$ cat src/rtl/pattern_scan_ctrl.sv
// Serial scan sequencer for the "0 then 1" pattern detector.
// Feeds a word MSB first, one bit per DIV cycles, and counts hits.
module pattern_scan_ctrl #(
    parameter int W     = 8,
    parameter int DIV   = 4,
    parameter int CNT_W = 4
) (
    input  logic             clk,
    input  logic             reset,
    input  logic             in_valid,
    output logic             in_ready,
    input  logic [W-1:0]     in_data,
    output logic             det_a,
    output logic             det_en,
    output logic             det_clear,
    input  logic             det_y,
    output logic             out_valid,
    input  logic             out_ready,
    output logic [CNT_W-1:0] out_count,
    output logic             busy
);

    localparam int DIV_W = (DIV > 1) ? $clog2(DIV) : 1;
    localparam int BIT_W = $clog2(W + 1);
    localparam logic [DIV_W-1:0] DIV_MAX = DIV_W'(DIV - 1);

    typedef enum logic [2:0] {
        IDLE  = 3'd0,
        CLEAR = 3'd1,
        SHIFT = 3'd2,
        DRAIN = 3'd3,
        DONE  = 3'd4
    } state_t;

    state_t           state, state_n;
    logic [W-1:0]     sreg, sreg_n;
    logic [DIV_W-1:0] div, div_n;
    logic [BIT_W-1:0] bcnt, bcnt_n;
    logic             en_d;

    assign det_a    = sreg[W-1];
    assign in_ready = (state == IDLE);
    assign busy     = (state != IDLE);

    // State register; reset abandons any partial word.
    always_ff @(posedge clk or posedge reset) begin
        if (reset) state <= IDLE;
        else       state <= state_n;
    end

    // Next state plus the shift register, divider and bit counter updates.
    always_comb begin
        state_n = state;
        sreg_n  = sreg;
        div_n   = div;
        bcnt_n  = bcnt;
        case (state)
            IDLE: begin
                if (in_valid) begin
                    sreg_n  = in_data;
                    bcnt_n  = BIT_W'(W);
                    state_n = CLEAR;
                end
            end
            CLEAR: begin
                div_n   = '0;
                state_n = SHIFT;
            end
            SHIFT: begin
                if (div == DIV_MAX) begin
                    div_n  = '0;
                    sreg_n = {sreg[W-2:0], 1'b0};
                    bcnt_n = bcnt - BIT_W'(1);
                    if (bcnt == BIT_W'(1)) state_n = DRAIN;
                end else begin
                    div_n = div + DIV_W'(1);
                end
            end
            DRAIN: state_n = DONE;
            DONE: begin
                if (out_ready) state_n = IDLE;
            end
            default: state_n = IDLE;
        endcase
    end

    // Datapath and registered outputs, derived from the next-state values
    // so every pulse lines up with the state it belongs to.
    always_ff @(posedge clk or posedge reset) begin
        if (reset) begin
            sreg      <= '0;
            div       <= '0;
            bcnt      <= '0;
            det_en    <= 1'b0;
            en_d      <= 1'b0;
            det_clear <= 1'b0;
            out_valid <= 1'b0;
            out_count <= '0;
        end else begin
            sreg      <= sreg_n;
            div       <= div_n;
            bcnt      <= bcnt_n;
            det_en    <= (state_n == SHIFT) && (div_n == DIV_MAX);
            en_d      <= det_en;
            det_clear <= (state_n == CLEAR);
            out_valid <= (state_n == DONE);
            if (state == IDLE && in_valid)
                out_count <= '0;
            else if (en_d && det_y && (out_count != '1))
                out_count <= out_count + CNT_W'(1);
        end
    end

endmodule

$ cat config.mk
export PLATFORM = sky130hd
export DESIGN_NAME = pattern_scan_ctrl
export DESIGN_NICKNAME = d
export VERILOG_FILES = /design/src/rtl/pattern_scan_ctrl.sv
export SDC_FILE = /design/constraint.sdc
export NUM_CORES = 1
export LEC_CHECK = 0
export ABC_AREA = 0
export CORE_ASPECT_RATIO = 1.1
export CORE_UTILIZATION = 40
export CTS_BUF_LIST = sky130_fd_sc_hd__clkbuf_2
export CTS_CLUSTER_DIAMETER = 30
export DETAILED_ROUTE_END_ITERATION = 8
export PLACE_DENSITY_LB_ADDON = 0.05
export REMOVE_ABC_BUFFERS = 1
export SLEW_MARGIN = 20
export SYNTH_ARGS = -nofsm -noshare
export SYNTH_HDL_FRONTEND = slang
export SYNTH_SLANG_ARGS = --single-unit
$ cat constraint.sdc
create_clock -name clk -period 1.99 [get_ports clk]
set_input_delay 0.199 -clock clk [delete_from_list [all_inputs] [get_ports clk]]
set_output_delay 0.199 -clock clk [all_outputs]
set_load 0.005 [all_outputs]
==> metrics.txt <==
Clock Latency Late Sink=350 ps; post-synthesis sequential area ratio=52.9%; hold_buf cts=0; post-synth top area share=a little over half; # DRC=0; post-synthesis cell area=~1200 um^2; Initial Util=between 40% and 50%; EDFF count, synth=0; ys flop type=dfrtp_1; CTS root buf=clkbuf_2; drt first pass iters=4; Synth area leaders=dfrtp_1, mux2_2, ha_1; Slew Viols, Final=0; crit path capture=in_ready; Post-DP HPWL=between 1500 and 2000 um; H-tree Lvls=1; Max IR drop VDD=roughly 0.97 mV; RSZ-0062 raised after global routing=no; Finish-stage setup viols=0; clk sinks=25; synthesized flop and latch total=25; Hold Vio Cnt, Final=0; r2r startpoint=state[2]; Ant. Diodes=0; post-route ant nets=0; cell taking the most area after synthesis=dfrtp_1; largest net degree at the start of global routing=26; Slew @ Worst Pin=roughly 360 ps; Worst EP required=between 1500 and 2000 ps; Netlist cell types=32; final worst-path cycle share=94.0%; crit start category=flip-flop; Die Y=approximately 59 um; Area Overhead vs Synth=24.8%; PortBufs=22; drt initial violations=15; WS Path Type=reg -> out; Fmax achieved=between 500 and 600 MHz; R2R setup slack=roughly 310 ps; Async SR Flop Fraction=100%; Cell Rows=20; mean area per synthesized cell=around 11 um^2; layout cells sized above 1=approximately a fifth; worst reg2reg path depth=5; die width=around 54 um; min cycle time layout=1870 ps; initial antenna violation count=0; Util after Layout=between 50% and 60%; status=completed; via count=just under 900; PD cells=roughly 1300 nW/um^2; I/O pin count=23; max cap viols=0; Die ar.=approximately 3200 um^2; gr usage total=around 16%; gp weighted congestion=between 0.6 and 0.7; Clock transition at path regs=230 ps; first-pass GRT wire length=between 3000 and 4000 um; vias in the first global route=about 820; total power=just under 2000 uW; critical path launch point=state[2]; Syn Inst Count=between 100 and 150; Num CTS Buffers=3; CTS tree=done; Ys Warns=0; CP max FO=6; Vias/cell=between 5 and 6; WL/cell=~13 um; clk_skew=6.41 ps; Reg-to-Reg End=sreg[2]; Total Wirelength=roughly 2100 um; core area=roughly 2800 um^2; Pleak=0.000662 uW; Hold Crit Class=in -> async; nets=150; worst rel slew slack=between 70 and 80%; Crit path arrival time=approximately 1700 ps; GRT overflow=0; Clock Path Buffers=2; CP endpoint kind=primary output
## layout by cell type, fill, tap and decap left out, types with 2 or more instances in the layout
cell	count
and3_1	2
ha_1	4
nor2_2	2
mux2_2	11
dfrtp_1	24
buf_4	4
o31ai_1	2
o21ai_0	9
inv_1	8
a21oi_1	8
or3_1	2
nor2_1	3
clkbuf_2	3
clkdlybuf4s50_1	22
nand2_1	6
a22o_1	2
mux2i_1	3
## where the power goes
part	internal, uW	switching (uW)	total [uW]
registers	704	132	836
logic	513	403	916
clock network	45.5	152	198
total	1260	687	1950
## Yosys cell counts, drive strengths merged (2+ instances only)
cell type and count:
ha 4, buf 3, nand2 6, o21ai 9
mux2i 3, or4b 2, nor2 5, dfrtp 25
and3 2, a22o 2, mux2 11, or3 2
a21oi 8, o31ai 2, inv 8
## layout make-up
class | instances | area [um^2]
tap | 33 | 41.3
inverter | 8 | 30.0
fill | 276 | 1300
clock buffer | 3 | 15.0
multi-input combinational | 69 | 509
clock inverter | 1 | 5.00
timing repair buffer | 26 | 250
sequential | 25 | 627
## registers in the layout (all words and copies together) (netlist names)
name,flops
out_count,4
en_d,1
div,2
det_clear,1
out_valid,1
bcnt,4
det_en,1
sreg,8
state,3
## worst min-delay path by stage
| stage | slack (ps) | startpoint | end |
|---|---|---|---|
| 2_1_floorplan | 230 | reset | bcnt[0] |
| 3_3_place_gp | 380 | det_en | en_d |
| 3_5_place_dp | 370 | det_en | en_d |
| 4_1_cts | 150 | reset | bcnt[2] |
| 5_1_grt | 200 | reset | state[2] |
| 6_report | 150 | reset | det_clear |
## layer usage
metal | part of all wire, % | track usage, % | up-vias
li1 | - | - | 434
met1 | 48 | 19.8 | 426
met2 | 45 | 25.2 | 21
met3 | 4.6 | 2.31 | 5
met4 | 2.0 | 7.89 | 0
met5 | 0 | 0 | -
## critical path, cell delays in order (launching register included)
cell	delay, ps
dfrtp_1	440
or2_4	280
nor2_2	100
clkdlybuf4s50_1	500
## timing repair
| item | 4_1_cts | 5_1_grt |
|---|---|---|
| setup buffers | 2 | 0 |
| gates cloned | 0 | 0 |
| setup endpoints to repair | 2 | 2 |
| pin swaps | 0 | 0 |
| gates resized for setup | 2 | 2 |
| hold endpoints to repair | 0 | 0 |
## kinds of logic (layout without fill, tap and decap cells)
family	Yosys count	after routing	synth area share (%)
fa+ha+maj	4	4	4.23
simple gates	25	25	12.2
flops	25	25	52.9
buf+inv	11	38	4.55
compound gates	25	25	12.5
mux	14	14	13.0
xor+xnor	1	1	0.740
## through the flow
step,worst slack [ps],cells,setup TNS (ps),hold slack [ps],area (um^2)
floorplan,-115,102,-577,226,1160
global placement,301,159,0,380,1440
detailed placement,278,159,0,370,1440
CTS,41.6,165,0,152,1470
global route,10.2,165,0,198,1480
finish,119,165,0,154,1480
Note: power is estimated with default switching activity, not from simulation.
